[src/rtl/grant_xfer_ctrl.sv]
// Transfer controller behind a 4-requester arbiter: latches the granted word,
// presents it to the sink with a bounded wait, then acknowledges the requester.
module grant_xfer_ctrl #(
  parameter int DW      = 8,
  parameter int TIMEOUT = 16
) (
  input  logic            clk,
  input  logic            rst,
  input  logic [3:0]      gnt,
  input  logic [4*DW-1:0] din,
  input  logic            out_ready,
  output logic            out_valid,
  output logic [DW-1:0]   out_data,
  output logic [1:0]      out_id,
  output logic [3:0]      ack,
  output logic            busy,
  output logic            err
);

  typedef enum logic [1:0] {
    IDLE = 2'd0,
    SEND = 2'd1,
    ACK  = 2'd2
  } state_t;

  localparam logic [7:0] CNT_LAST = 8'(TIMEOUT - 1);

  state_t        state_reg, state_next;
  logic [DW-1:0] data_reg, data_next;
  logic [1:0]    id_reg, id_next;
  logic [7:0]    cnt_reg, cnt_next;
  logic          err_reg, err_next;

  logic [DW-1:0] din_slice [4];
  logic          gnt_onehot;
  logic          gnt_multi;
  logic [1:0]    gnt_idx;

  for (genvar gi = 0; gi < 4; gi++) begin : g_slice
    assign din_slice[gi] = din[gi*DW +: DW];
  end

  // A single set bit leaves zero after clearing the lowest set bit.
  assign gnt_onehot = (gnt != 4'd0) && ((gnt & (gnt - 4'd1)) == 4'd0);
  assign gnt_multi  = (gnt != 4'd0) && !gnt_onehot;

  always_comb begin
    gnt_idx = 2'd0;
    case (gnt)
      4'b0010: gnt_idx = 2'd1;
      4'b0100: gnt_idx = 2'd2;
      4'b1000: gnt_idx = 2'd3;
      default: gnt_idx = 2'd0;
    endcase
  end

  always_ff @(posedge clk) begin
    if (rst) begin
      state_reg <= IDLE;
      data_reg  <= '0;
      id_reg    <= 2'd0;
      cnt_reg   <= 8'd0;
      err_reg   <= 1'b0;
    end else begin
      state_reg <= state_next;
      data_reg  <= data_next;
      id_reg    <= id_next;
      cnt_reg   <= cnt_next;
      err_reg   <= err_next;
    end
  end

  always_comb begin
    state_next = state_reg;
    data_next  = data_reg;
    id_next    = id_reg;
    cnt_next   = cnt_reg;
    err_next   = 1'b0;
    case (state_reg)
      IDLE: begin
        if (gnt_onehot) begin
          state_next = SEND;
          id_next    = gnt_idx;
          data_next  = din_slice[gnt_idx];
          cnt_next   = 8'd0;
        end else if (gnt_multi) begin
          err_next = 1'b1;
        end
      end
      SEND: begin
        // A ready on the final wait cycle still wins over the timeout.
        if (out_ready) begin
          state_next = ACK;
        end else if (cnt_reg == CNT_LAST) begin
          state_next = IDLE;
          err_next   = 1'b1;
        end else begin
          cnt_next = cnt_reg + 8'd1;
        end
      end
      ACK:     state_next = IDLE;
      default: state_next = IDLE;
    endcase
  end

  always_comb begin
    out_valid = (state_reg == SEND);
    busy      = (state_reg != IDLE);
    ack       = 4'd0;
    for (int i = 0; i < 4; i++) begin
      ack[i] = (state_reg == ACK) && (id_reg == 2'(i));
    end
  end

  assign out_data = data_reg;
  assign out_id   = id_reg;
  assign err      = err_reg;

endmodule

[config.mk]
export PLATFORM = sky130hd
export DESIGN_NAME = grant_xfer_ctrl
export DESIGN_NICKNAME = d
export VERILOG_FILES = /design/src/rtl/grant_xfer_ctrl.sv
export SDC_FILE = /design/constraint.sdc
export NUM_CORES = 1
export LEC_CHECK = 0
export CAP_MARGIN = 5
export CORE_MARGIN = 2
export CORE_UTILIZATION = 42
export DETAILED_ROUTE_END_ITERATION = 12
export GPL_TIMING_DRIVEN = 0
export PLACE_DENSITY = 0.77
export SETUP_SLACK_MARGIN = 0.4
export SLEW_MARGIN = 20
export SYNTH_ARGS = -nofsm -noshare
export SYNTH_HDL_FRONTEND = slang
export SYNTH_SLANG_ARGS = --single-unit
export TNS_END_PERCENT = 10
[constraint.sdc]
create_clock -name clk -period 1.9 [get_ports clk]
set_input_delay 0.38 -clock clk [delete_from_list [all_inputs] [get_ports clk]]
set_output_delay 0.38 -clock clk [all_outputs]
set_load 0.01 [all_outputs]
==> out/qor.yml, run 1 <==
critical_path:
  worst_ep_arrival_time_ns: 1.27
  end_kind: "output port"
  cp.required_ns: 1.52
  crit_type: "flop to output port"
  start_kind: "flop"
  cp_cell_sequence: "clkdlybuf4s50_1"
  path_max_fanout: 6
  worst_path_max_delay_cell: "clkdlybuf4s50_1"
  setup.worst_path.start: "out_id[0]$_SDFFE_PP0P_"
  r2r_start: "cnt_reg[7]$_SDFFE_PP0P_"
  path_buf_inv: 1
  max_stage_delay_ns: 0.55
  critPathTopFamily: "buffers and inverters"
floorplan:
  row_count: 20
  dieArea_um2: 3684
  chipHeight_um: 60.70
  core_area_um2: 3053
  ioPinCount: 56
  initial_core_util_pct: 44.22
  die-width_um: 60.70
synthesis:
  syn_nets: 200
  seq_area_frac_synth_pct: 31.14
  yosys_warnings: 0
  ys_types: 50
  synth_top_cell_by_area: "dfxtp_1"
  synth-adder-area-share_pct: 0.9268
  synthSimpleGateAreaFrac_pct: 22.06
  synth-xor-area-share_pct: 6.951
  synth_area_um2: 1350
  ys.flop_type: "dfxtp_1"
  synthDominantCellAreaShare_pct: 31.14
  synth-seq-cells: 21
  synthMuxAreaShare_pct: 4.912
  async_flop_share_pct: 0
  synthCells: 160
  syn_avg_cell_area_um2: 8.438
  synth-compound-area-share_pct: 29.56
  synth_area_leaders: "dfxtp_1, o21ai_0, nand3_1, nor2_1, xor2_1"
  synth_top_family_by_area: "compound AO/OA/AOI/OAI gates"
  synth_edf_count: 0
route:
  postRouteAntennaNets: 0
  firstDrtPassIters: 4
  wl_met3_um: 336
  dr_total_vias: 1511
  wl_met1_um: 1737
  wl_met2_um: 1850
  drc: 0
  drt_wl_total_um: 4018
  wl_per_cell_um: 15.22
  viasPerCell: 5.723
  first_iter_violations: 64
  top_layer_used: "met4"
timing:
  finalHoldViolCount: 0
  maxSlewViolCount: 0
  post-route-period-util_pct: 86.61
  setup_violations: 0
  fmax_mhz: 607.7
  tns_ns: 0
  fin_worst_skew_ns: 0.004872
  slew_headroom_pct: 65.55
  worstMarginPinSlew_ns: 0.5120
  fin_crit_ns: 1.646
  worst_slack_ns: 0.2544
  grt_setup_unrepaired: "true"
clock_network:
  cts.sinks: 21
  htreeDepth: 1
  holdBufCountCts: 0
  path_clk_slew_ns: 0.13
  cts_tree: "yes"
  clkLatencyLatePin_ns: 0.32
  cts_root_buffer: "clkbuf_4"
  cts_inserted_buffers: 3
  clk_path_buf_depth: 2
min_path:
  holdCritPathClass: "flop to flop"
  worstHoldStart: "out_data[2]$_SDFFE_PP0P_"
pwr:
  power.density_cell_area_nw_per_um2: 504.9
  leakagePower_uw: 0.0007631
  p_total_uw: 1053
  vdd_drop_max_v: 0.0003738
place:
  place_hpwl_um: 3054
  place.port_buffers: 53
  dp_cells: 257
  finalWeightedCongestion: 0.8239
  pre_cts_slack_ns: -0.5459
  placed_area_um2: 1978
global_route:
  antenna_found_initial: 0
  grt_max_degree: 13
  grt_pass1_wl_um: 6499
  overflow: 0
  grt_pass1_vias: 1509
  track_usage_pct: 23.17
cells_and_area:
  mostFrequentLayoutCells: "clkdlybuf4s50_1, dfxtp_1, o21ai_0, nand3_1, nor2_1"
  fillers: 279
  final_area_um2: 2085
  drive_gt1_share_pct: 21.36
  multi_input_area_um2: 949.7
  regArea_um2: 430.4
  layout_commonest_cell: "clkdlybuf4s50_1"
  nets: 261
  antenna_cells: 0
  instances_no_fill: 264
  area_delta_synth_final_pct: 54.40
status:
  status: "finished clean"
run:
  drv_cap: 0
[path summary, 6_finish.rpt]
path                            cells after the start  slack (ns)                       end
worst max register to register                      3        0.27            err$_SDFF_PP0_
worst max-delay path                                1        0.25                 out_id[0]
worst min register to register                      2        0.49  out_data[2]$_SDFFE_PP0P_
worst min-delay path                                2        0.49  out_data[2]$_SDFFE_PP0P_
[cells by family after synthesis]
kind of cell    after synthesis
simple gates                 58
compound gates               54
flops                        21
buf+inv                      12
xor+xnor                      9
mux                           5
fa+ha+maj                     1
[where the power goes]
part / leakage (uW) / internal (uW) / switching, uW
Sequential: 0.000174 / 462 / 16.1
Combinational: 0.000572 / 185 / 162
Clock: 0.0000177 / 78.9 / 149
Total: 0.000763 / 726 / 327
[cell type report]
cell class	instances	area share, %
flip-flops and latches	21	20.65
repair buffers	56	25.99
well taps	44	2.641
multi-input cells	127	45.56
clock buffers	3	1.080
plain buffers	8	3.061
inverters	4	0.7803
clock inverters	1	0.2401
[layer usage]
metal / vias up / track usage (%)
li1: 735 / -
met3: 13 / 5.970
met5: - / 0
met1: 698 / 28.55
met2: 65 / 38.56
met4: 0 / 9.317
[metrics by stage]
step | utilization (%) | hold slack [ns]
3_3_place_gp | 64.80 | 0.4626
5_1_grt | 68.28 | 0.5071
4_1_cts | 68.48 | 0.4891
3_5_place_dp | 64.80 | 0.4654
2_1_floorplan | - | 0.4699
6_report | 68.28 | 0.4915
[Yosys cell counts, types with 2 or more instances]
cell type  instances
a221o_1            3
and3_1             4
xnor2_1            2
o211ai_1           3
clkbuf_1           5
nand3_1           12
mux2_2             3
o21ai_0           14
o22ai_1            4
a21oi_1            6
nor4_1             2
buf_4              2
and2_1             2
or2_2              2
nor2b_1            2
nand2_1           10
or4_1              2
dfxtp_1           21
xor2_1             5
inv_1              3
a32oi_1            4
xor2_2             2
a32o_1             4
nor3b_1            2
nor2_1            13
a211oi_1           4
[timing repair]
action | CTS | global route
resized for setup | 41 | 5
setup endpoints to repair | 37 | 34
hold endpoints to repair | 0 | 0
buffers inserted | 3 | 0
pin swaps | 4 | 5
(Power assumes the default switching activity.)
==> run 2: changes to the inputs <==
--- a/config.mk
+++ b/config.mk
@@ -11,6 +11,7 @@
 export DETAILED_ROUTE_END_ITERATION = 12
 export GPL_TIMING_DRIVEN = 0
 export PLACE_DENSITY = 0.77
+export RECOVER_POWER = 25
 export SETUP_SLACK_MARGIN = 0.4
 export SLEW_MARGIN = 20
 export SYNTH_ARGS = -nofsm -noshare
==> out/qor.yml, run 2 (same netlist as run 1, synthesis figures left out) <==
clock_network:
  htreeDepth: 1
  cts_root_buffer: "clkbuf_4"
  cts.sinks: 21
  cts_tree: "yes"
  cts_inserted_buffers: 3
  holdBufCountCts: 0
  clkLatencyLatePin_ns: 0.31
  clk_path_buf_depth: 2
  path_clk_slew_ns: 0.12
global_route:
  overflow: 0
  grt_pass1_vias: 1509
  track_usage_pct: 23.17
  grt_max_degree: 13
  grt_pass1_wl_um: 6499
  antenna_found_initial: 0
status:
  status: "finished clean"
critical_path:
  worst_path_max_delay_cell: "dfxtp_1"
  crit_type: "flop to output port"
  cp.required_ns: 1.52
  max_stage_delay_ns: 0.44
  end_kind: "output port"
  path_max_fanout: 4
  worst_ep_arrival_time_ns: 1.33
  critPathTopFamily: "flip-flops"
  path_buf_inv: 1
  ff2ff_setup_slack_ns: 0.22
  start_kind: "flop"
  cp_cell_sequence: "nor2b_4, nand2_1, nor2_1, clkdlybuf4s15_2"
route:
  postRouteAntennaNets: 0
  wl_per_cell_um: 15.06
  drc: 0
  dr_total_vias: 1505
  viasPerCell: 5.701
  drt_wl_total_um: 3975
  first_iter_violations: 63
  firstDrtPassIters: 4
run:
  drv_cap: 0
pwr:
  leakagePower_uw: 0.0007574
  clkPwrFrac_pct: 21.4
  p_switching_uw: 321.4
  vdd_drop_max_v: 0.0003711
  p_seq_share_pct: 45.8
  power.density_cell_area_nw_per_um2: 506.5
  internal-power_uw: 724.3
  sw_frac_of_total_pct: 30.74
  p_comb_share_pct: 32.9
cells_and_area:
  final_area_um2: 2064
  antenna_cells: 0
  layout_commonest_cell: "clkdlybuf4s50_1"
  drive_gt1_share_pct: 20.00
  instances_no_fill: 264
  area_delta_synth_final_pct: 52.92
  mostFrequentLayoutCells: "clkdlybuf4s50_1, dfxtp_1, o21ai_0, nand3_1, nor2_1"
  nets: 261
floorplan:
  dieArea_um2: 3684
  die-width_um: 60.70
  ioPinCount: 56
  initial_core_util_pct: 44.22
  chipHeight_um: 60.70
  row_count: 20
  core_area_um2: 3053
timing:
  fmax_mhz: 586.2
  slew_headroom_pct: 65.63
  finalHoldViolCount: 0
  maxSlewViolCount: 0
  worstMarginPinSlew_ns: 0.5109
  post-route-period-util_pct: 89.78
  setup_violations: 0
  grt_setup_unrepaired: "true"
  fin_worst_skew_ns: 0.006651
  fin_crit_ns: 1.706
place:
  place_hpwl_um: 3054
  dp_cells: 257
  placed_area_um2: 1978
  place.port_buffers: 53
  finalWeightedCongestion: 0.8239
min_path:
  holdCritPathClass: "flop to flop"
-- run 2: cell types whose count changed in the layout (fill, tap and decap cells not counted), sizes merged --
cell	delta
dlygate4sd3	+1
clkdlybuf4s50	-1
clkbuf	+1
clkdlybuf4s15	-1
-- run 2: power groups by stage --
stage               clock [uW]  combinational [uW]  sequential, uW
global placement             0                 326             484
floorplan                    0                 165             492
global route               240                 376             481
CTS                        224                 346             477
detailed placement           0                 335             486
finish                     223                 344             479
-- run 2: layout make-up --
cell class	count	area, um^2
plain buffers	8	63.81
clock buffers	3	22.52
clock inverters	1	5.005
fillers	283	988.4
inverters	4	16.27
multi-input cells	127	942.2
flip-flops and latches	21	425.4
well taps	44	55.05
repair buffers	56	534.3
-- run 2: routing by layer --
metal / global-route usage [%] / vias up / routed length [um]
met4: 9.317 / 0 / 77
li1: - / 734 / -
met3: 5.970 / 10 / 328
met5: 0 / - / 0
met1: 28.55 / 698 / 1707
met2: 38.56 / 63 / 1862
-- run 2: final timing paths --
| check | from | to | cells after the start |
|---|---|---|---|
| worst max-delay path | state_reg[1]$_SDFFE_PP0P_ | ack[2] | 4 |
| worst max register to register | cnt_reg[7]$_SDFFE_PP0P_ | cnt_reg[1]$_SDFFE_PP0P_ | 4 |
| worst min-delay path | out_data[2]$_SDFFE_PP0P_ | out_data[2]$_SDFFE_PP0P_ | 2 |
| worst min register to register | out_data[2]$_SDFFE_PP0P_ | out_data[2]$_SDFFE_PP0P_ | 2 |
-- run 2: tightest hold or removal path, stage by stage, from the launching register on --
cell	delay, ns
dfxtp_1	0.34
nand2_1	0.05
o22ai_1	0.06
-- run 2: timing repair --
| item | 4_1_cts | 5_1_grt |
|---|---|---|
| setup buffers | 3 | 0 |
| setup endpoints to repair | 37 | 34 |
| endpoints found under the hold margin | 0 | 0 |
| pin swaps | 4 | 5 |
| resized for setup | 41 | 5 |
-- run 2: through the flow --
step | power (uW) | hold WS, ns | util (%) | setup TNS [ns] | worst slack (ns)
after global routing | 1097 | 0.5071 | 67.62 | 0 | 0.1274
after detailed placement | 820.5 | 0.4654 | 64.80 | -6.385 | -0.5459
after CTS | 1048 | 0.4891 | 68.48 | 0 | 0.2671
after floorplan | 657.6 | 0.4699 | - | 0 | 0.2686
after global placement | 810.3 | 0.4626 | 64.80 | -5.278 | -0.4885
final | 1046 | 0.4918 | 67.62 | 0 | 0.1941
